==> src/rtl/approx_mul_rr_sched_if.sv <==
// Handshake and datapath bundle between requesters, the round-robin scheduler,
// the shared approximate multiplier and the response consumer.
interface approx_mul_rr_sched_if #(
  parameter int N_REQ = 4
);
  localparam int ID_W = (N_REQ > 2) ? $clog2(N_REQ) : 1;

  logic [N_REQ-1:0]   req_valid;
  logic [8*N_REQ-1:0] req_x;
  logic [8*N_REQ-1:0] req_y;
  logic [N_REQ-1:0]   req_ready;
  logic [7:0]         mul_x;
  logic [7:0]         mul_y;
  logic [15:0]        mul_z;
  logic               rsp_valid;
  logic               rsp_ready;
  logic [ID_W-1:0]    rsp_id;
  logic [15:0]        rsp_z;
  logic               busy;

  modport master (
    output req_valid, req_x, req_y, mul_z, rsp_ready,
    input  req_ready, mul_x, mul_y, rsp_valid, rsp_id, rsp_z, busy
  );

  modport slave (
    input  req_valid, req_x, req_y, mul_z, rsp_ready,
    output req_ready, mul_x, mul_y, rsp_valid, rsp_id, rsp_z, busy
  );
endinterface

==> src/rtl/approx_mul_rr_sched.sv <==
// Round-robin scheduler sharing one combinational 8x8 approximate multiplier,
// with a product pipeline and a credit-protected, in-order response FIFO.
module approx_mul_rr_sched #(
  parameter int N_REQ = 4,
  parameter int PIPE  = 1,
  parameter int DEPTH = 4
) (
  input logic clk,
  input logic rst,
  approx_mul_rr_sched_if.slave bus
);
  localparam int ID_W = (N_REQ > 2) ? $clog2(N_REQ) : 1;
  localparam int AW   = (DEPTH > 1) ? $clog2(DEPTH) : 1;
  localparam int CW   = AW + 1;

  logic [ID_W-1:0] last_grant_r;
  logic            op_valid_r;
  logic [ID_W-1:0] op_id_r;
  logic [7:0]      mul_x_r;
  logic [7:0]      mul_y_r;

  logic [ID_W-1:0] fifo_id_r [DEPTH];
  logic [15:0]     fifo_z_r  [DEPTH];
  logic [AW-1:0]   wr_ptr_r;
  logic [AW-1:0]   rd_ptr_r;
  logic [CW-1:0]   count_r;

  logic            rsp_valid_s;
  logic            pop_s;
  logic [7:0]      occ_s;
  logic            allow_s;
  logic            found_s;
  logic [ID_W-1:0] gnt_id_s;
  logic [ID_W-1:0] idx_s;
  logic [N_REQ-1:0] ready_s;
  logic            accept_s;
  logic            wr_v_s;
  logic [ID_W-1:0] wr_id_s;
  logic [15:0]     wr_z_s;
  logic [2:0]      pipe_cnt_s;

  function automatic logic [AW-1:0] next_ptr(input logic [AW-1:0] p);
    return (p == AW'(DEPTH - 1)) ? {AW{1'b0}} : p + {{(AW-1){1'b0}}, 1'b1};
  endfunction

  assign rsp_valid_s = (count_r != {CW{1'b0}});
  assign pop_s       = rsp_valid_s & bus.rsp_ready;

  // Credit check: everything accepted but not yet popped, counting this cycle's pop as freed
  always_comb begin
    occ_s   = 8'(op_valid_r) + 8'(pipe_cnt_s) + 8'(count_r) - 8'(pop_s);
    allow_s = !rst && (occ_s < 8'(DEPTH));
  end

  // Round-robin search starting one past the last accepted requester
  always_comb begin
    found_s  = 1'b0;
    gnt_id_s = last_grant_r;
    idx_s    = {ID_W{1'b0}};
    for (int k = 1; k <= N_REQ; k++) begin
      idx_s = ID_W'((int'(last_grant_r) + k) % N_REQ);
      if (!found_s && bus.req_valid[idx_s]) begin
        found_s  = 1'b1;
        gnt_id_s = idx_s;
      end else begin
        found_s  = found_s;
      end
    end
  end

  // Grant vector; zero when no credit, no request, or in reset
  always_comb begin
    ready_s = {N_REQ{1'b0}};
    if (found_s && allow_s) begin
      ready_s[gnt_id_s] = 1'b1;
    end else begin
      ready_s = {N_REQ{1'b0}};
    end
  end

  assign accept_s = found_s & allow_s;

  // Issue stage: operand registers, tag and round-robin pointer
  always_ff @(posedge clk) begin
    if (rst) begin
      op_valid_r   <= 1'b0;
      op_id_r      <= {ID_W{1'b0}};
      mul_x_r      <= 8'd0;
      mul_y_r      <= 8'd0;
      last_grant_r <= ID_W'(N_REQ - 1);
    end else begin
      op_valid_r <= accept_s;
      if (accept_s) begin
        op_id_r      <= gnt_id_s;
        mul_x_r      <= bus.req_x[{gnt_id_s, 3'b000} +: 8];
        mul_y_r      <= bus.req_y[{gnt_id_s, 3'b000} +: 8];
        last_grant_r <= gnt_id_s;
      end
    end
  end

  generate
    if (PIPE == 0) begin : g_direct
      // Product written straight into the FIFO on the edge after issue
      always_comb begin
        wr_v_s     = op_valid_r;
        wr_id_s    = op_id_r;
        wr_z_s     = bus.mul_z;
        pipe_cnt_s = 3'd0;
      end
    end else begin : g_pipe
      logic [PIPE-1:0] pv_r;
      logic [ID_W-1:0] pid_r [PIPE];
      logic [15:0]     pz_r  [PIPE];

      // Product shift pipeline; stage 0 samples mul_z with its tag
      always_ff @(posedge clk) begin
        if (rst) begin
          pv_r <= {PIPE{1'b0}};
          for (int i = 0; i < PIPE; i++) begin
            pid_r[i] <= {ID_W{1'b0}};
            pz_r[i]  <= 16'd0;
          end
        end else begin
          pv_r[0]  <= op_valid_r;
          pid_r[0] <= op_id_r;
          pz_r[0]  <= bus.mul_z;
          for (int i = 1; i < PIPE; i++) begin
            pv_r[i]  <= pv_r[i-1];
            pid_r[i] <= pid_r[i-1];
            pz_r[i]  <= pz_r[i-1];
          end
        end
      end

      // Pipe exit feeds the FIFO write port
      always_comb begin
        wr_v_s     = pv_r[PIPE-1];
        wr_id_s    = pid_r[PIPE-1];
        wr_z_s     = pz_r[PIPE-1];
        pipe_cnt_s = 3'($countones(pv_r));
      end
    end
  endgenerate

  // Response FIFO; storage is cleared so the head reads zero after reset
  always_ff @(posedge clk) begin
    if (rst) begin
      wr_ptr_r <= {AW{1'b0}};
      rd_ptr_r <= {AW{1'b0}};
      count_r  <= {CW{1'b0}};
      for (int i = 0; i < DEPTH; i++) begin
        fifo_id_r[i] <= {ID_W{1'b0}};
        fifo_z_r[i]  <= 16'd0;
      end
    end else begin
      if (wr_v_s) begin
        fifo_id_r[wr_ptr_r] <= wr_id_s;
        fifo_z_r[wr_ptr_r]  <= wr_z_s;
        wr_ptr_r            <= next_ptr(wr_ptr_r);
      end
      if (pop_s) begin
        rd_ptr_r <= next_ptr(rd_ptr_r);
      end
      count_r <= count_r + CW'(wr_v_s) - CW'(pop_s);
    end
  end

  assign bus.req_ready = ready_s;
  assign bus.mul_x     = mul_x_r;
  assign bus.mul_y     = mul_y_r;
  assign bus.rsp_valid = rsp_valid_s;
  assign bus.rsp_id    = fifo_id_r[rd_ptr_r];
  assign bus.rsp_z     = fifo_z_r[rd_ptr_r];
  assign bus.busy      = op_valid_r | (pipe_cnt_s != 3'd0) | rsp_valid_s;
endmodule

==> src/flat_wrapper.sv <==
// flat-port wrapper written by rule: the top's interface ports become plain ports
module approx_mul_rr_sched_flat 
#(
  parameter int N_REQ = 4,
  parameter int PIPE  = 1,
  parameter int DEPTH = 4
)
  (clk, rst, bus_req_valid, bus_req_x, bus_req_y, bus_mul_z, bus_rsp_ready, bus_req_ready, bus_mul_x, bus_mul_y, bus_rsp_valid, bus_rsp_id, bus_rsp_z, bus_busy);
  approx_mul_rr_sched_if #(.N_REQ(N_REQ)) bus_i ();
  input logic clk;
  input logic rst;
  input wire logic [$bits(bus_i.req_valid)-1:0] bus_req_valid;
  input wire logic [$bits(bus_i.req_x)-1:0] bus_req_x;
  input wire logic [$bits(bus_i.req_y)-1:0] bus_req_y;
  input wire logic [$bits(bus_i.mul_z)-1:0] bus_mul_z;
  input wire logic [$bits(bus_i.rsp_ready)-1:0] bus_rsp_ready;
  output wire logic [$bits(bus_i.req_ready)-1:0] bus_req_ready;
  output wire logic [$bits(bus_i.mul_x)-1:0] bus_mul_x;
  output wire logic [$bits(bus_i.mul_y)-1:0] bus_mul_y;
  output wire logic [$bits(bus_i.rsp_valid)-1:0] bus_rsp_valid;
  output wire logic [$bits(bus_i.rsp_id)-1:0] bus_rsp_id;
  output wire logic [$bits(bus_i.rsp_z)-1:0] bus_rsp_z;
  output wire logic [$bits(bus_i.busy)-1:0] bus_busy;
  assign bus_i.req_valid = bus_req_valid;
  assign bus_i.req_x = bus_req_x;
  assign bus_i.req_y = bus_req_y;
  assign bus_i.mul_z = bus_mul_z;
  assign bus_i.rsp_ready = bus_rsp_ready;
  assign bus_req_ready = bus_i.req_ready;
  assign bus_mul_x = bus_i.mul_x;
  assign bus_mul_y = bus_i.mul_y;
  assign bus_rsp_valid = bus_i.rsp_valid;
  assign bus_rsp_id = bus_i.rsp_id;
  assign bus_rsp_z = bus_i.rsp_z;
  assign bus_busy = bus_i.busy;
  approx_mul_rr_sched #(.N_REQ(N_REQ), .PIPE(PIPE), .DEPTH(DEPTH)) u_core (.clk(clk), .rst(rst), .bus(bus_i));
endmodule
==> config.mk <==
export PLATFORM = sky130hd
export DESIGN_NAME = approx_mul_rr_sched_flat
export DESIGN_NICKNAME = d
export VERILOG_FILES = /design/src/rtl/approx_mul_rr_sched_if.sv /design/src/rtl/approx_mul_rr_sched.sv /design/src/flat_wrapper.sv
export SDC_FILE = /design/constraint.sdc
export NUM_CORES = 1
export LEC_CHECK = 0
export ABC_CLOCK_PERIOD_IN_PS = 6900
export CORE_ASPECT_RATIO = 0.5
export CORE_MARGIN = 4
export CORE_UTILIZATION = 33
export CTS_CLUSTER_DIAMETER = 40
export DETAILED_ROUTE_END_ITERATION = 12
export GPL_TIMING_DRIVEN = 0
export SYNTH_ARGS = -nofsm -noshare
export SYNTH_HDL_FRONTEND = slang
export SYNTH_SLANG_ARGS = --single-unit
==> constraint.sdc <==
create_clock -name clk -period 6.9 [get_ports clk]
set_input_delay 0.69 -clock clk [delete_from_list [all_inputs] [get_ports clk]]
set_output_delay 0.69 -clock clk [all_outputs]
set_load 0.05 [all_outputs]
==> results.json <==
{
  "clk_latency_ns": 0.41,
  "fill_cells": 1443,
  "layout.nets": 645,
  "p_sw_share_pct": 33.6,
  "finalSetupViolCount": 0,
  "first_iter_violations": 179,
  "p_leak_nw": 2.78,
  "syn_nets": 501,
  "power.density_mw_per_mm2": 380,
  "maxCapViolations": 0,
  "io_pins": 127,
  "fin_hold_ws_ns": 0.452,
  "relSlewSlack_pct": 15.8,
  "multi_input_area_mm2": 0.00208,
  "antenna_found_initial": 0,
  "grt_pass1_wl_um": 19800,
  "fin_tns_setup_ns": 0,
  "rows": 32,
  "clk_pin_slew_ns": 0.05,
  "period_share_pct": 75.3,
  "cts_root_buf": "clkbuf_16",
  "min-delay-path-class": "reg2reg",
  "cts_setup_buffers": 0,
  "tritoncts": "yes",
  "first_pass_iters": 4,
  "antenna_cells": 0,
  "internal-power_mw": 1.91,
  "synthArstFlopShare_pct": 0,
  "grt_pass1_vias": 3726,
  "grt.total_usage_pct": 13.8,
  "grt_max_degree": 19,
  "post-route-worst-setup-slack_ns": 1.70,
  "wl_per_cell_um": 15.8,
  "critPathKind": "in2out",
  "seq_area_frac_synth_pct": 58.3,
  "cp.arrival_ns": 4.51,
  "drc": 0,
  "grt-ovfl-total": 0,
  "critPathMaxFanout": 10,
  "stdcell_area_mm2": 0.00756,
  "clock-skew-final_ns": 0.0132,
  "fp.dieH_um": 98.4,
  "ys_types": 37,
  "worstSetupStartpointType": "input port",
  "synth-seq-cells": 121,
  "outcome": "completed",
  "final_common_cell": "clkdlybuf4s50_1",
  "cts_max_level": 4,
  "routabilityCongestion": 0.726,
  "avgSynthCellArea_um2": 13.4,
  "synth-edff-count": 72,
  "drive_above_1_share_pct": 15.5,
  "cts_buffer_depth": 2,
  "ant_nets": 0,
  "die_x_um": 189,
  "p_sw_uw": 966,
  "critical_path.endpoint_type": "output port",
  "core_mm2": 0.0157,
  "vdd.ir_drop.worst_uv": 155,
  "final-hold-violation-count": 0,
  "max_freq_mhz": 192,
  "placed_cell_area_mm2": 0.00692,
  "clockPowerShare_pct": 33.0,
  "power_frac_comb_pct": 35.7,
  "worstPathRequired_ns": 6.21,
  "numCtsBuffers": 17,
  "wirelength_um": 12400,
  "portBuffers": 125,
  "cts_sinks": 121,
  "dp_hpwl_um": 8570,
  "synthFlopType": "edfxtp_1",
  "die_area_mm2": 0.0186,
  "pre_cts_slack_ns": 1.68,
  "vias": 3518,
  "yosysWarnings": 0,
  "rsz0062_at_grt": "no",
  "start_util_pct": 34.4,
  "regArea_mm2": 0.00314,
  "syn_area_mm2": 0.00539,
  "tightestPinTransition_ns": 1.26,
  "synth_cells": 403,
  "period_needed_ns": 5.20,
  "holdBufCountCts": 0,
  "drv_slew": 0,
  "post_cts_resized": 0,
  "power_frac_seq_pct": 31.2,
  "areaGrowthSynthToFinish_pct": 40.1,
  "viasPerCell": 4.50,
  "layout_common_cells": "clkdlybuf4s50_1, and2_1, edfxtp_1"
}
synthesized netlist by cell type (2+ instances only):
| master | number | area (µm²) |
|---|---|---|
| a21oi_1 | 20 | 100 |
| nor2b_1 | 21 | 131 |
| mux2i_1 | 3 | 30.0 |
| buf_2 | 4 | 20.0 |
| nor2_1 | 16 | 60.1 |
| nand2_1 | 38 | 143 |
| buf_6 | 4 | 45.0 |
| nor3_1 | 4 | 20.0 |
| xnor2_1 | 2 | 17.5 |
| nor3b_1 | 2 | 15.0 |
| ha_1 | 10 | 125 |
| and2_1 | 72 | 450 |
| clkbuf_1 | 12 | 45.0 |
| nand2b_1 | 3 | 18.8 |
| mux4_2 | 34 | 766 |
| o21ai_0 | 3 | 15.0 |
| or2_2 | 4 | 25.0 |
| inv_1 | 11 | 41.3 |
| edfxtp_1 | 72 | 2160 |
| dfxtp_1 | 49 | 981 |
| a31o_2 | 2 | 17.5 |
| nor3_2 | 2 | 20.0 |
power by group through the flow:
| stage | Sequential (mW) | Clock (mW) | Combinational [mW] |
|---|---|---|---|
| 2_1_floorplan | 1.01 | 0 | 0.632 |
| 3_3_place_gp | 0.910 | 0 | 1.04 |
| 3_5_place_dp | 0.913 | 0 | 1.04 |
| 4_1_cts | 0.899 | 0.966 | 1.05 |
| 5_1_grt | 0.908 | 1.00 | 1.12 |
| 6_report | 0.897 | 0.948 | 1.03 |
through the flow:
stage / total power, mW / util [%] / std cells
CTS: 2.91 / 48.2 / 781
global placement: 1.95 / 44.1 / 749
finish: 2.87 / 48.2 / 781
global route: 3.03 / 48.2 / 781
detailed placement: 1.96 / 44.1 / 749
floorplan: 1.64 / - / 403
layout make-up:
cell class	instances	area share [%]
multi-input combinational	248	27.6
tap	221	3.66
buffer	22	1.61
clock inverter	13	2.55
timing repair buffer	125	16.6
inverter	12	0.596
sequential	121	41.6
clock buffer	19	5.86
cell families (layout without fill, tap and decap cells):
family | Yosys count | in the layout | synth area share [%]
muxes | 38 | 38 | 15.0
DFF | 121 | 121 | 58.3
buffers and inverters | 34 | 191 | 3.08
AOI/OAI and AO/OA | 30 | 30 | 3.55
adders and majority gates | 11 | 11 | 2.69
and+or+nand+nor | 167 | 167 | 17.0
xor gates and xnor gates | 2 | 2 | 0.325
metal layers:
metal / global-route usage [%] / up-vias / share of wire (%)
met4: 3.69 / 0 / 0.38
li1: - / 1724 / -
met1: 17.7 / 1695 / 45
met3: 5.39 / 2 / 6.7
met2: 22.1 / 97 / 48
met5: 0 / - / 0
path summary, 6_finish.rpt:
check,slack (ns),startpoint,end,cells past startpoint
max reg2reg,3.77,u_core.g_pipe.pv_r,u_core.last_grant_r[1],15
min,0.45,u_core.bus.mul_y[2],u_core.bus.mul_y[2],2
min reg2reg,0.45,u_core.bus.mul_y[2],u_core.bus.mul_y[2],2
max,1.70,bus_rsp_ready,bus_req_ready[3],15
critical path, stage by stage:
cell	delay, ns
clkdlybuf4s50_1	0.52
o31ai_4	0.11
or2_2	0.30
ha_1	0.28
a31o_2	0.25
a21oi_1	0.15
ha_1	0.12
nor4b_1	0.34
o211ai_1	0.15
mux2_4	0.31
inv_2	0.09
buf_6	0.15
nand2_1	0.10
nor2_1	0.11
clkdlybuf4s50_1	0.83
state kept, by name, summed over array words and instances, names as in the netlist, named ones only:
| register | count |
|---|---|
| u_core.last_grant_r | 2 |
| u_core.bus.mul_y | 8 |
| u_core.g_pipe.pz_r | 16 |
| u_core.op_id_r | 2 |
| u_core.op_valid_r | 1 |
| u_core.g_pipe.pid_r | 2 |
| u_core.bus.mul_x | 8 |
| u_core.rd_ptr_r | 2 |
| u_core.count_r | 3 |
| u_core.g_pipe.pv_r | 1 |
| u_core.wr_ptr_r | 2 |
| u_core.fifo_z_r | 64 |
| u_core.fifo_id_r | 8 |
(Power assumes the default switching activity.)
